**src/rtl/emu_bus_pkg.sv**
```systemverilog
// Shared EMU_v8-1 internal-bus definitions: destination codes, dispatch
// states and the queued request layout.
package emu_bus_pkg;

  localparam int EMU_DW = 8;

  localparam logic [1:0] DEST_NONE = 2'b00;
  localparam logic [1:0] DEST_Q1   = 2'b01;
  localparam logic [1:0] DEST_Q2   = 2'b10;
  localparam logic [1:0] DEST_Q3   = 2'b11;

  typedef enum logic [1:0] {
    IDLE  = 2'd0,
    ISSUE = 2'd1,
    STALL = 2'd2
  } dispatch_state_t;

  typedef struct packed {
    logic [1:0]        dest;
    logic [EMU_DW-1:0] data;
  } bus_req_t;

  function automatic logic [2:0] dest_onehot(input logic [1:0] dest);
    case (dest)
      DEST_Q1: return 3'b001;
      DEST_Q2: return 3'b010;
      DEST_Q3: return 3'b100;
      default: return 3'b000;
    endcase
  endfunction

endpackage

```
**src/rtl/sync_fifo.sv**
```systemverilog
// Small register-based FIFO with a combinational head read, so the
// dispatcher can inspect the oldest entry in the same cycle it is popped.
module sync_fifo #(
  parameter int DEPTH = 4,
  parameter int W     = 10
) (
  input  logic                     clk,
  input  logic                     rst,
  input  logic                     push,
  input  logic                     pop,
  input  logic                     flush,
  input  logic [W-1:0]             wr_data,
  output logic [W-1:0]             rd_data,
  output logic                     full,
  output logic                     empty,
  output logic [$clog2(DEPTH):0]   count
);

  localparam int AW = $clog2(DEPTH);
  localparam int CW = AW + 1;

  logic [W-1:0]  mem [DEPTH];
  logic [AW-1:0] wr_ptr_reg;
  logic [AW-1:0] rd_ptr_reg;
  logic [CW-1:0] count_reg;
  logic          do_push;
  logic          do_pop;

  assign full  = (count_reg == CW'(DEPTH));
  assign empty = (count_reg == '0);
  assign count = count_reg;

  // Flush wins over both ports; a full FIFO never accepts, even alongside a pop.
  assign do_push = push && !full && !flush;
  assign do_pop  = pop && !empty && !flush;

  assign rd_data = mem[rd_ptr_reg];

  always_ff @(posedge clk) begin
    if (do_push) begin
      mem[wr_ptr_reg] <= wr_data;
    end
  end

  always_ff @(posedge clk or posedge rst) begin
    if (rst) begin
      wr_ptr_reg <= '0;
      rd_ptr_reg <= '0;
      count_reg  <= '0;
    end else if (flush) begin
      wr_ptr_reg <= '0;
      rd_ptr_reg <= '0;
      count_reg  <= '0;
    end else begin
      if (do_push) wr_ptr_reg <= wr_ptr_reg + AW'(1);
      if (do_pop)  rd_ptr_reg <= rd_ptr_reg + AW'(1);
      case ({do_push, do_pop})
        2'b10:   count_reg <= count_reg + CW'(1);
        2'b01:   count_reg <= count_reg - CW'(1);
        default: count_reg <= count_reg;
      endcase
    end
  end

endmodule

```
**src/rtl/demux_dispatch_queue.sv**
```systemverilog
// Request queue feeding the 1-to-3 bus demux: issues one queued write per
// cycle as a registered data/select pair plus a one-hot load strobe.
module demux_dispatch_queue
  import emu_bus_pkg::*;
#(
  parameter int DEPTH = 4,
  parameter int DW    = 8
) (
  input  logic                     clk,
  input  logic                     rst,
  input  logic                     in_valid,
  output logic                     in_ready,
  input  logic [1:0]               in_dest,
  input  logic [DW-1:0]            in_data,
  input  logic                     flush,
  input  logic [2:0]               dest_busy,
  output logic [DW-1:0]            out_data,
  output logic [1:0]               out_sel,
  output logic [2:0]               out_load,
  output logic                     drop_err,
  output logic [7:0]               drop_count,
  output logic [$clog2(DEPTH):0]   count,
  output logic                     empty,
  output logic                     full
);

  logic [DW+1:0]   head;
  logic [1:0]      head_dest;
  logic [DW-1:0]   head_data;
  logic            fifo_pop;
  logic            blocked;

  dispatch_state_t state_reg;
  dispatch_state_t state_next;
  logic [2:0]      load_next;
  logic            drop_next;

  logic [DW-1:0]   out_data_reg;
  logic [1:0]      out_sel_reg;
  logic [2:0]      out_load_reg;
  logic            drop_err_reg;
  logic [7:0]      drop_count_reg;

  sync_fifo #(
    .DEPTH (DEPTH),
    .W     (DW + 2)
  ) u_fifo (
    .clk     (clk),
    .rst     (rst),
    .push    (in_valid),
    .pop     (fifo_pop),
    .flush   (flush),
    .wr_data ({in_dest, in_data}),
    .rd_data (head),
    .full    (full),
    .empty   (empty),
    .count   (count)
  );

  assign in_ready  = !full;
  assign head_dest = head[DW+1:DW];
  assign head_data = head[DW-1:0];

  // Illegal heads are never blocked; they are always discarded immediately.
  always_comb begin
    case (head_dest)
      DEST_Q1: blocked = dest_busy[0];
      DEST_Q2: blocked = dest_busy[1];
      DEST_Q3: blocked = dest_busy[2];
      default: blocked = 1'b0;
    endcase
  end

  // state_next is the operating state for this cycle; it drives the pop
  // and strobe decisions directly, and state_reg keeps it for debug.
  always_comb begin
    state_next = state_reg;
    fifo_pop   = 1'b0;
    load_next  = 3'b000;
    drop_next  = 1'b0;

    if (flush || empty) begin
      state_next = IDLE;
    end else begin
      case (state_reg)
        IDLE:    state_next = blocked ? STALL : ISSUE;
        ISSUE:   if (blocked) state_next = STALL;
        STALL:   if (!blocked) state_next = ISSUE;
        default: state_next = IDLE;
      endcase
    end

    if (state_next == ISSUE) begin
      fifo_pop = 1'b1;
      if (head_dest == DEST_NONE) begin
        drop_next = 1'b1;
      end else begin
        load_next = dest_onehot(head_dest);
      end
    end
  end

  always_ff @(posedge clk or posedge rst) begin
    if (rst) begin
      state_reg      <= IDLE;
      out_data_reg   <= '0;
      out_sel_reg    <= DEST_NONE;
      out_load_reg   <= 3'b000;
      drop_err_reg   <= 1'b0;
      drop_count_reg <= 8'd0;
    end else begin
      state_reg    <= state_next;
      out_load_reg <= load_next;
      drop_err_reg <= drop_next;
      // Data and select hold between dispatches so the demux input stays stable.
      if (load_next != 3'b000) begin
        out_data_reg <= head_data;
        out_sel_reg  <= head_dest;
      end
      if (drop_next && (drop_count_reg != 8'hFF)) begin
        drop_count_reg <= drop_count_reg + 8'd1;
      end
    end
  end

  assign out_data   = out_data_reg;
  assign out_sel    = out_sel_reg;
  assign out_load   = out_load_reg;
  assign drop_err   = drop_err_reg;
  assign drop_count = drop_count_reg;

endmodule

```
**config.mk**
```make
export PLATFORM = sky130hd
export DESIGN_NAME = demux_dispatch_queue
export DESIGN_NICKNAME = d
export VERILOG_FILES = /design/src/rtl/emu_bus_pkg.sv /design/src/rtl/sync_fifo.sv /design/src/rtl/demux_dispatch_queue.sv
export SDC_FILE = /design/constraint.sdc
export NUM_CORES = 1
export LEC_CHECK = 0
export ABC_AREA = 1
export BUFFER_PORTS_ARGS = -buffer_cell sky130_fd_sc_hd__buf_4
export CAP_MARGIN = 0
export CORE_MARGIN = 2
export CORE_UTILIZATION = 54
export CTS_BUF_LIST = sky130_fd_sc_hd__clkbuf_8 sky130_fd_sc_hd__clkbuf_16
export CTS_CLUSTER_DIAMETER = 50
export DETAILED_ROUTE_END_ITERATION = 7
export HOLD_SLACK_MARGIN = 0.06
export PLACE_DENSITY_LB_ADDON = 0.15
export REMOVE_ABC_BUFFERS = 1
export SYNTH_ARGS = -nofsm -noshare
export SYNTH_HDL_FRONTEND = slang
export SYNTH_HIERARCHICAL = 1
export SYNTH_SLANG_ARGS = --single-unit
```
**constraint.sdc**
```tcl
create_clock -name clk -period 3.1 [get_ports clk]
set_clock_uncertainty 0.1 [all_clocks]
set_input_delay 0.465 -clock clk [delete_from_list [all_inputs] [get_ports clk]]
set_output_delay 0.465 -clock clk [all_outputs]
set_load 0.02 [all_outputs]
```
Word-level counts from Yosys, hierarchy flattened
Memories as Yosys holds them, arrays and structs flattened.
Cells that the tools add are included.
W data, S select, Z words.
{ "word_totals": {"ff_bits": 31, "mem_bits_rw": 40, "input_bits": 17, "output_inout_bits": 28, "wordCells": 61, "n_memories": 1} }
{ "mem_list": {"columns": ["memory", "words", "width", "read_ports", "rd_clocked_by_memory_dff", "wr", "line_no", "rtl"], "rows": [
  ["u_fifo.mem", 4, 10, 1, 0, 1, "sync_fifo.sv:22", "logic [W-1:0] mem [DEPTH];"]
]} }
{ "op_classes": {"addsub": 5, "n_eq_ne": 10, "muxes": 20, "reduce_logical": 16} }
{ "op_table": {"columns": ["cell", "count"], "rows": [
  ["$mux W2", 8],
  ["$mux W3", 3],
  ["$pmux W3 S3", 1],
  ["$add A8 B1 Y8 const B", 1],
  ["$eq A2 B1 Y1 const B", 4],
  ["$eq A2 B2 Y1 const B", 4],
  ["$ne A8 B8 Y1 const B", 1],
  ["$pmux W2 S3", 1],
  ["$pmux W3 S2", 1],
  ["$reduce_bool A3 Y1", 2],
  ["$logic_and A1 B1 Y1", 5],
  ["$mux W1", 5],
  ["$add A2 B1 Y2 const B", 2],
  ["$logic_not A2 Y1", 2],
  ["$reduce_bool A2 Y1", 2],
  ["$add A3 B1 Y3 const B", 1],
  ["$eq A3 B3 Y1 const B", 1],
  ["$logic_not A1 Y1", 3],
  ["$logic_not A3 Y1", 1],
  ["$pmux W1 S3", 1],
  ["$sub A3 B1 Y3 const B", 1],
  ["$logic_or A1 B1 Y1", 1]
]} }

Depth between registers and ports, before layout
Gate-level depths: netlist of run 1.
An unclocked memory read counts as a cell.
{ "logic_depth": {"depth_word": 13, "depth_mapped": 19, "mapped_depth_nobuf": 18} }

Cells and area by module
The synthesis of run 1 kept the hierarchy.
{ "modules_own_cells": {"columns": ["mod", "n_inst", "cells_per_inst", "area_per_inst_um2", "seq_area_each_um2"], "rows": [
  ["sync_fifo", 1, 164, 1973.1, 1376.3],
  ["demux_dispatch_queue", 1, 140, 1197.4, 600.6]
]} }

Least setup slack after synthesis of run 1
Ideal clock, no wire load.
{ "synth_path": {"path_kind": "reg2reg", "startpoint": "register u_fifo.rd_ptr_reg[0]", "endpoint": "register u_fifo.count_reg[2] (netlist: u_fifo/count[2])", "setup_ps": 117, "arrival_ps": 2599, "required_ps": 2883, "path_slack_ps": 284, "stages_incl_launch_ff": 19, "n_path_buf": 1, "synth_period_minus_slack_ps": 2816, "cell_sequence": "dfrtp_1 > inv_2 > clkbuf_1 > nor2_1 > o22ai_1 > nand3_1 > nand3_2 > nor2_1 > nand2_2 > nor2_2 > nand2_1 > inv_1 > fa_1 > xnor2_1 > inv_1 > nand2_1 > nand2_1 > nand2_1 > nand2_1"} }
{ "synth_via": {"elab_chain_cells": 13, "word_cells_on_any_way": 19, "cone_classes": "6 x eq/ne; 9 x mux; 3 x reduce/logical; 1 x memory"} }
{ "synth_lines": {"columns": ["item", "line_no", "rtl"], "rows": [
  ["start: declaration", "sync_fifo.sv:24", "logic [AW-1:0] rd_ptr_reg;"],
  ["start signal: assignment", "sync_fifo.sv:56", "if (do_pop) rd_ptr_reg <= rd_ptr_reg + AW'(1);"],
  ["$mem_v2 Z4 W10 *", null, null],
  ["via head[8]", "demux_dispatch_queue.sv:27", "logic [DW+1:0] head;"],
  ["$eq A2 B2 Y1 or $eq A2 B1 Y1 (tied branches)", "demux_dispatch_queue.sv:66", "case (head_dest)"],
  ["$pmux W1 S3 *", "demux_dispatch_queue.sv:66", null],
  ["$mux W2, on equally long branches", "demux_dispatch_queue.sv:88, demux_dispatch_queue.sv:86, demux_dispatch_queue.sv:87", null],
  ["$pmux W2 S3 *", "demux_dispatch_queue.sv:85", "case (state_reg)"],
  ["$mux W2 *", "demux_dispatch_queue.sv:82", "if (flush || empty) begin"],
  ["$eq A2 B1 Y1 *", "demux_dispatch_queue.sv:93", "if (state_next == ISSUE) begin"],
  ["$mux W1 *", "demux_dispatch_queue.sv:93", null],
  ["via fifo_pop", "demux_dispatch_queue.sv:30", "logic fifo_pop;"],
  ["$logic_and A1 B1 Y1 * (2 in a row)", "sync_fifo.sv:35", "assign do_pop = pop && !empty && !flush;"],
  ["$eq A2 B1 Y1 or $eq A2 B2 Y1 (tied branches)", "sync_fifo.sv:57", "case ({do_push, do_pop})"],
  ["$pmux W3 S2", "sync_fifo.sv:57", null],
  ["$mux W3", "sync_fifo.sv:50", "end else if (flush) begin"],
  ["end signal: assignment", "sync_fifo.sv:58", "2'b10: count_reg <= count_reg + CW'(1);"],
  ["end signal: assignment", "sync_fifo.sv:59", "2'b01: count_reg <= count_reg - CW'(1);"],
  ["end signal: assignment", "sync_fifo.sv:60", "default: count_reg <= count_reg;"],
  ["end: declaration", "sync_fifo.sv:25", "logic [CW-1:0] count_reg;"]
]} }
Mark *: on every way through the listed nets, which the timed path passes. The rest lies on a longest branch.
A chain may end at the register's enable or synchronous reset.

Worst setup path after layout of run 1
Ends and elaborated chain as after synthesis.

==> flow_summary.toml, run 1 <==
[sta]
fmax_ghz = 0.356
fin_crit_sh_pct = 90.5
maxSlewHeadroom_pct = 41.6
worstMarginPinSlew_ns = 0.875
hold_viol_final = 0
finalCriticalPeriod_ns = 2.81
rsz0062_at_grt = "false"
slew_violations = 0
fin_setup_tns_ns = 0
finalSetupViolations = 0

[layout]
n_antenna_cell = 0
largest_reg_flops = 40
drive_above_1_share_pct = 27.0
syn2layout_area_growth_pct = 22.1
nets = 385
fin_util_pct = 69.4

[die]
start_util_pct = 56.9
io_pins = 45
core_region_area_sq_um = 5570
die_h_microns = 80.6
row_count = 27
die_x_microns = 80.6
dieArea_sq_um = 6500

[detailed_routing]
vias = 2226
dr.pass1.iters = 4
wl_microns = 5870
drt_iter0_drc = 97
drc = 0
vias_per_cell = 5.07
wire_per_inst_microns = 13.4
ant_nets = 0

[worst_setup_path]
endpoint_kind = "register"
crit_type = "reg -> reg"
path_max_fanout = 12
worstSetupStartpointType = "register"
required_ns = 3.23
worstPathArrival_ns = 2.94

[synthesis]
ys_types = 32
syn-mean-instance-area_sq_um = 10.4
synth.most_common_cell = "nand2_1"
ys_async_sr_fraction_pct = 43.7
synth_top_area_share_pct = 37.9
netlist_instances = 304
ys_ff_latch = 71
synth-edff-count = 40
yosys_warnings = 6
yosys.area.top_type = "edfxtp_1"
seq_area_frac_synth_pct = 62.4
yosys-top-cells-count = "71 x nand2_1, 40 x edfxtp_1, 31 x dfrtp_1"
synth_ff_type = "edfxtp_1"
yosys-top-cells-area = "edfxtp_1 38%, dfrtp_1 24%, nand2_1 8.4%"
syn-cell-area_sq_um = 3170

[pwr]
p_leak_nw = 1.77
pwr_density_cell_nw_per_um2 = 849
irDropWorstVdd_uv = 444

[global_route]
grt_max_degree = 25
grt_pass1_wl_microns = 9890
grt_pass1_vias = 2120
grt_antenna_before_repair = 0
grtUsageTotal_pct = 20.5
grt_remaining_overflow = 0

[outcome]
outcome = "complete, no violations"

[worst_hold_path]
hold_path_class = "in -> reg"

[cts]
cts_tree = "done"
htree_levels = 3
cts_setup_buffers = 0
cts_buffers = 9
cts.sinks = 71
root_buffer = "clkbuf_8"
cts_buffer_depth = 2
clk_latency_ns = 0.34
cts.clk_slew.worst_paths_ns = 0.08

[place]
hpwl_microns = 4280
place.port_buffers = 44
gp_congestion = 0.874

[flow_run]
drv_cap = 0
-- per-layer routing --
layer  vias to the layer above  global-route usage (%)  wire length, microns
li1                       1133                       -                     -
met1                      1038                    27.2                  2740
met2                        48                    32.5                  2770
met3                         7                    5.17                   290
met4                         0                    7.80                    68
met5                         -                       0                     0
-- repair_timing --
| action | CTS | global route |
|---|---|---|
| endpoints found under the hold margin | 7 | 0 |
| gates resized for setup | 0 | 2 |
| endpoints found under the setup margin | 0 | 2 |
| hold buffers | 1 | 0 |
-- final timing paths --
path	from	endpoint	slack, ns	depth (start not counted)
min	in_data[4]	u_fifo/mem[0][4]	0.22	1
min reg2reg	out_sel[0]	out_sel[0]	0.38	2
max in group asynchronous	rst	out_load[1]	1.58	3
max	u_fifo/rd_ptr_reg[0]	u_fifo/count[2]	0.29	18
max reg2reg	u_fifo/rd_ptr_reg[0]	u_fifo/count[2]	0.29	18
min in group asynchronous	rst	u_fifo/rd_ptr_reg[1]	0.53	3
-- stage by stage --
step	instances	cell area, sq um	setup slack [ns]	hold slack, ns	total power, W
3_5_place_dp	422	3630	0.175	0.342	0.00251
6_report	439	3870	0.294	0.218	0.00329
5_1_grt	439	3870	0.0292	0.199	0.00350
4_1_cts	439	3860	0.146	0.202	0.00331
2_1_floorplan	297	3140	0.196	0.168	0.00207
3_3_place_gp	422	3630	0.331	0.344	0.00248
-- worst max-delay path, stage by stage, from the launching register on --
cell and delay [ns]:
dfrtp_2 0.49, inv_2 0.13, o21ai_0 0.23, o22ai_2 0.15, inv_2 0.14, nand3_1 0.13, nand3_2 0.13, nor2_1 0.08
nand2_2 0.11, nor2_2 0.05, nand2_1 0.06, inv_1 0.05, fa_1 0.37, xnor2_1 0.20, inv_1 0.06, nand2_1 0.07
nand2_1 0.05, nand2_1 0.06, nand2_1 0.04
-- cell type report --
type / instances / area, sq um
clock buffers: 9 / 124
clock inverters: 7 / 97.6
fillers: 429 / 1700
multi-input cells: 193 / 1050
flip-flops and latches: 71 / 1980
repair buffers: 54 / 408
inverters: 33 / 126
well taps: 72 / 90.1
-- power breakdown --
group / internal, W / switching (W)
Sequential: 0.00118 / 0.000136
Clock: 0.000455 / 0.000346
Combinational: 0.000445 / 0.000728
-- cell families after synthesis --
| family | synth area share [%] |
|---|---|
| AO/OA/AOI/OAI | 7.02 |
| XOR/XNOR | 1.38 |
| adder cells (fa/ha/maj) | 2.60 |
| buffers and inverters | 4.85 |
| flip-flops | 62.4 |
| AND/OR/NAND/NOR | 21.8 |
-- cells in the final DEF (no fill, tap or decap), drive strengths merged, types with 5 or more instances in the layout --
| cell type | count |
|---|---|
| inv | 35 |
| clkbuf | 9 |
| nor2 | 36 |
| nand3 | 10 |
| dfrtp | 31 |
| nand2 | 81 |
| ha | 5 |
| buf | 53 |
| o22ai | 10 |
| o21ai | 26 |
| nand4 | 11 |
| edfxtp | 40 |
(Power assumes the default switching activity.)
==> run 2: changes to the inputs <==
--- a/config.mk
+++ b/config.mk
@@ -9,7 +9,7 @@
 export BUFFER_PORTS_ARGS = -buffer_cell sky130_fd_sc_hd__buf_4
 export CAP_MARGIN = 0
 export CORE_MARGIN = 2
-export CORE_UTILIZATION = 54
+export CORE_UTILIZATION = 55
 export CTS_BUF_LIST = sky130_fd_sc_hd__clkbuf_8 sky130_fd_sc_hd__clkbuf_16
 export CTS_CLUSTER_DIAMETER = 50
 export DETAILED_ROUTE_END_ITERATION = 7
==> run 2 against run 1 <==
Effect of this change: final area decreased by 0.94%; highest routed layer unchanged; critical path depth rose by 1; worst hold slack worse by 0.0026 ns; clock power is 19% lower; die area decreased by 1.7%; sequential power about the same; flip-flop and latch count stayed put; cell count unchanged; global-route usage increased by 1.1 points; wire length is 5.3% higher; first-iteration DRC count down 10%; worst setup slack worse by 0.032 ns.
==> flow_summary.toml, run 2 (same netlist as run 1, synthesis figures left out) <==
[pwr]
irDropWorstVdd_uv = 377
combinationalPowerShare_pct = 37.5
pwr_density_cell_nw_per_um2 = 818
seq_power_share_pct = 41.7
clkPwrFrac_pct = 20.8
p_switching_w = 0.00122
p_leak_nw = 1.75
switching_share_pct = 39.0
p_int_w = 0.00191

[worst_setup_path]
endpoint_kind = "register"
path_max_fanout = 13
crit_slowest_cell = "dfrtp_2"
cp_cell_sequence = "inv_2 -> o21ai_1 -> o22ai_2 -> buf_4 -> inv_2 -> nand3_1 -> nand3_2 -> nor2_1 -> nand2_2 -> nor2_2 -> nand2_1 -> inv_1 -> fa_1 -> xnor2_1 -> inv_1 -> nand2_1 -> nand2_1 -> nand2_1 -> nand2_1"
cp_num_cells = 19
crit_type = "reg -> reg"
cp_common_cell = "nand2_1"
worstSetupStartpointType = "register"
worstPathArrival_ns = 2.98
path_buf_inv = 5
r2r_cells = 19
max_stage_delay_ns = 0.45
crit_family = "simple AND/OR/NAND/NOR gates"
required_ns = 3.24

[detailed_routing]
vias_per_cell = 5.18
dr.pass1.iters = 4
drc = 0
drt_iter0_drc = 87
wire_per_inst_microns = 14.1
ant_nets = 0
vias = 2273
wl_microns = 6180

[die]
start_util_pct = 57.2
core_region_area_sq_um = 5540
dieArea_sq_um = 6390
io_pins = 45
row_count = 27
die_h_microns = 79.9
die_x_microns = 79.9

[layout]
ff_latch_area_sq_um = 1980
fillers = 423
largest_reg_flops = 40
mostFrequentLayoutCell = "nand2_1"
nets = 385
final_cell_mix = "71 x nand2_1, 53 x buf_4, 40 x edfxtp_1, 30 x nor2_1, 30 x dfrtp_1"
stdcell_count = 439
n_antenna_cell = 0
stdcell_area_sq_um = 3830
syn2layout_area_growth_pct = 20.9
multi_input_comb_area_sq_um = 1060
drive_above_1_share_pct = 27.2

[global_route]
grt_pass1_vias = 2156
grt_pass1_wl_microns = 10300
grtUsageTotal_pct = 21.6
grt_antenna_before_repair = 0
grt_max_degree = 25
grt_remaining_overflow = 0

[place]
place.port_buffers = 44
dpl_cell_area_sq_um = 3630
hpwl_microns = 4350
gp_congestion = 0.849
placedCellCount = 422

[worst_hold_path]
hold_path_class = "in -> reg"
min_path_cells = 1

[cts]
clk_latency_ns = 0.35
cts_buffer_depth = 2
cts_buffers = 9
cts_tree = "done"
htree_levels = 3
cts.sinks = 71
root_buffer = "clkbuf_8"
cts.clk_slew.worst_paths_ns = 0.08

[sta]
hold_viol_final = 0
fmax_ghz = 0.352
slew_violations = 0
fin_setup_tns_ns = 0
worstMarginPinSlew_ns = 0.878
finalCriticalPeriod_ns = 2.84
finalSetupViolations = 0
fin_crit_sh_pct = 91.6
rsz0062_at_grt = "false"
fin_hold_ws_ns = 0.215
maxSlewHeadroom_pct = 41.4

[flow_run]
drv_cap = 0

[outcome]
outcome = "complete, no violations"
[run 2: cell types whose count changed in the layout (fill, tap and decap cells not counted)]
cell / change
nand3_2: +1
o22ai_2: +1
bufinv_16: -2
o22ai_1: -1
clkinv_1: +1
clkinv_4: +1
nand3_1: -1
[run 2: per-stage QoR]
| stage | util (%) | setup slack (ns) | power (W) |
|---|---|---|---|
| after floorplan | - | 0.196 | 0.00207 |
| after global placement | 65.5 | 0.296 | 0.00247 |
| after detailed placement | 65.5 | 0.0844 | 0.00250 |
| after CTS | 68.9 | 0.0695 | 0.00315 |
| after global routing | 69.2 | 0.0213 | 0.00335 |
| final | 69.2 | 0.262 | 0.00314 |
[run 2: cell type report]
type,count,area share (%)
repair buffers,54,10.6
multi-input cells,193,27.6
clock buffers,9,3.23
inverters,33,3.30
clock inverters,7,1.31
flip-flops and latches,71,51.6
well taps,72,2.35
[run 2: worst paths after layout]
kind,startpoint,endpoint,slack [ns]
max in group asynchronous,rst,out_sel[0],1.59
max reg2reg,u_fifo/rd_ptr_reg[0],u_fifo/count[2],0.26
min reg2reg,out_sel[0],out_sel[0],0.38
min in group asynchronous,rst,u_fifo/count[2],0.53
max,u_fifo/rd_ptr_reg[0],u_fifo/count[2],0.26
min,in_data[0],u_fifo/mem[0][0],0.21
[run 2: layer usage]
metal  wire [microns]  track usage (%)  vias to the layer above
li1                 -                -                     1132
met1             2820             28.5                     1065
met2             2940             34.0                       65
met3              301             4.30                       11
met4              116             11.2                        0
met5                0                0                        -
[run 2: power groups by stage]
stage / sequential [W] / clock [W] / combinational (W)
final: 0.00131 / 0.000651 / 0.00118
after global placement: 0.00132 / 0 / 0.00115
after detailed placement: 0.00133 / 0 / 0.00117
after CTS: 0.00131 / 0.000665 / 0.00118
after floorplan: 0.00147 / 0 / 0.000608
after global routing: 0.00133 / 0.000702 / 0.00131
[run 2: timing repair]
item	CTS	global route
hold buffers	1	0
endpoints found under the hold margin	7	0
gates resized for setup	0	4
setup buffers	0	0
setup endpoints to repair	0	2
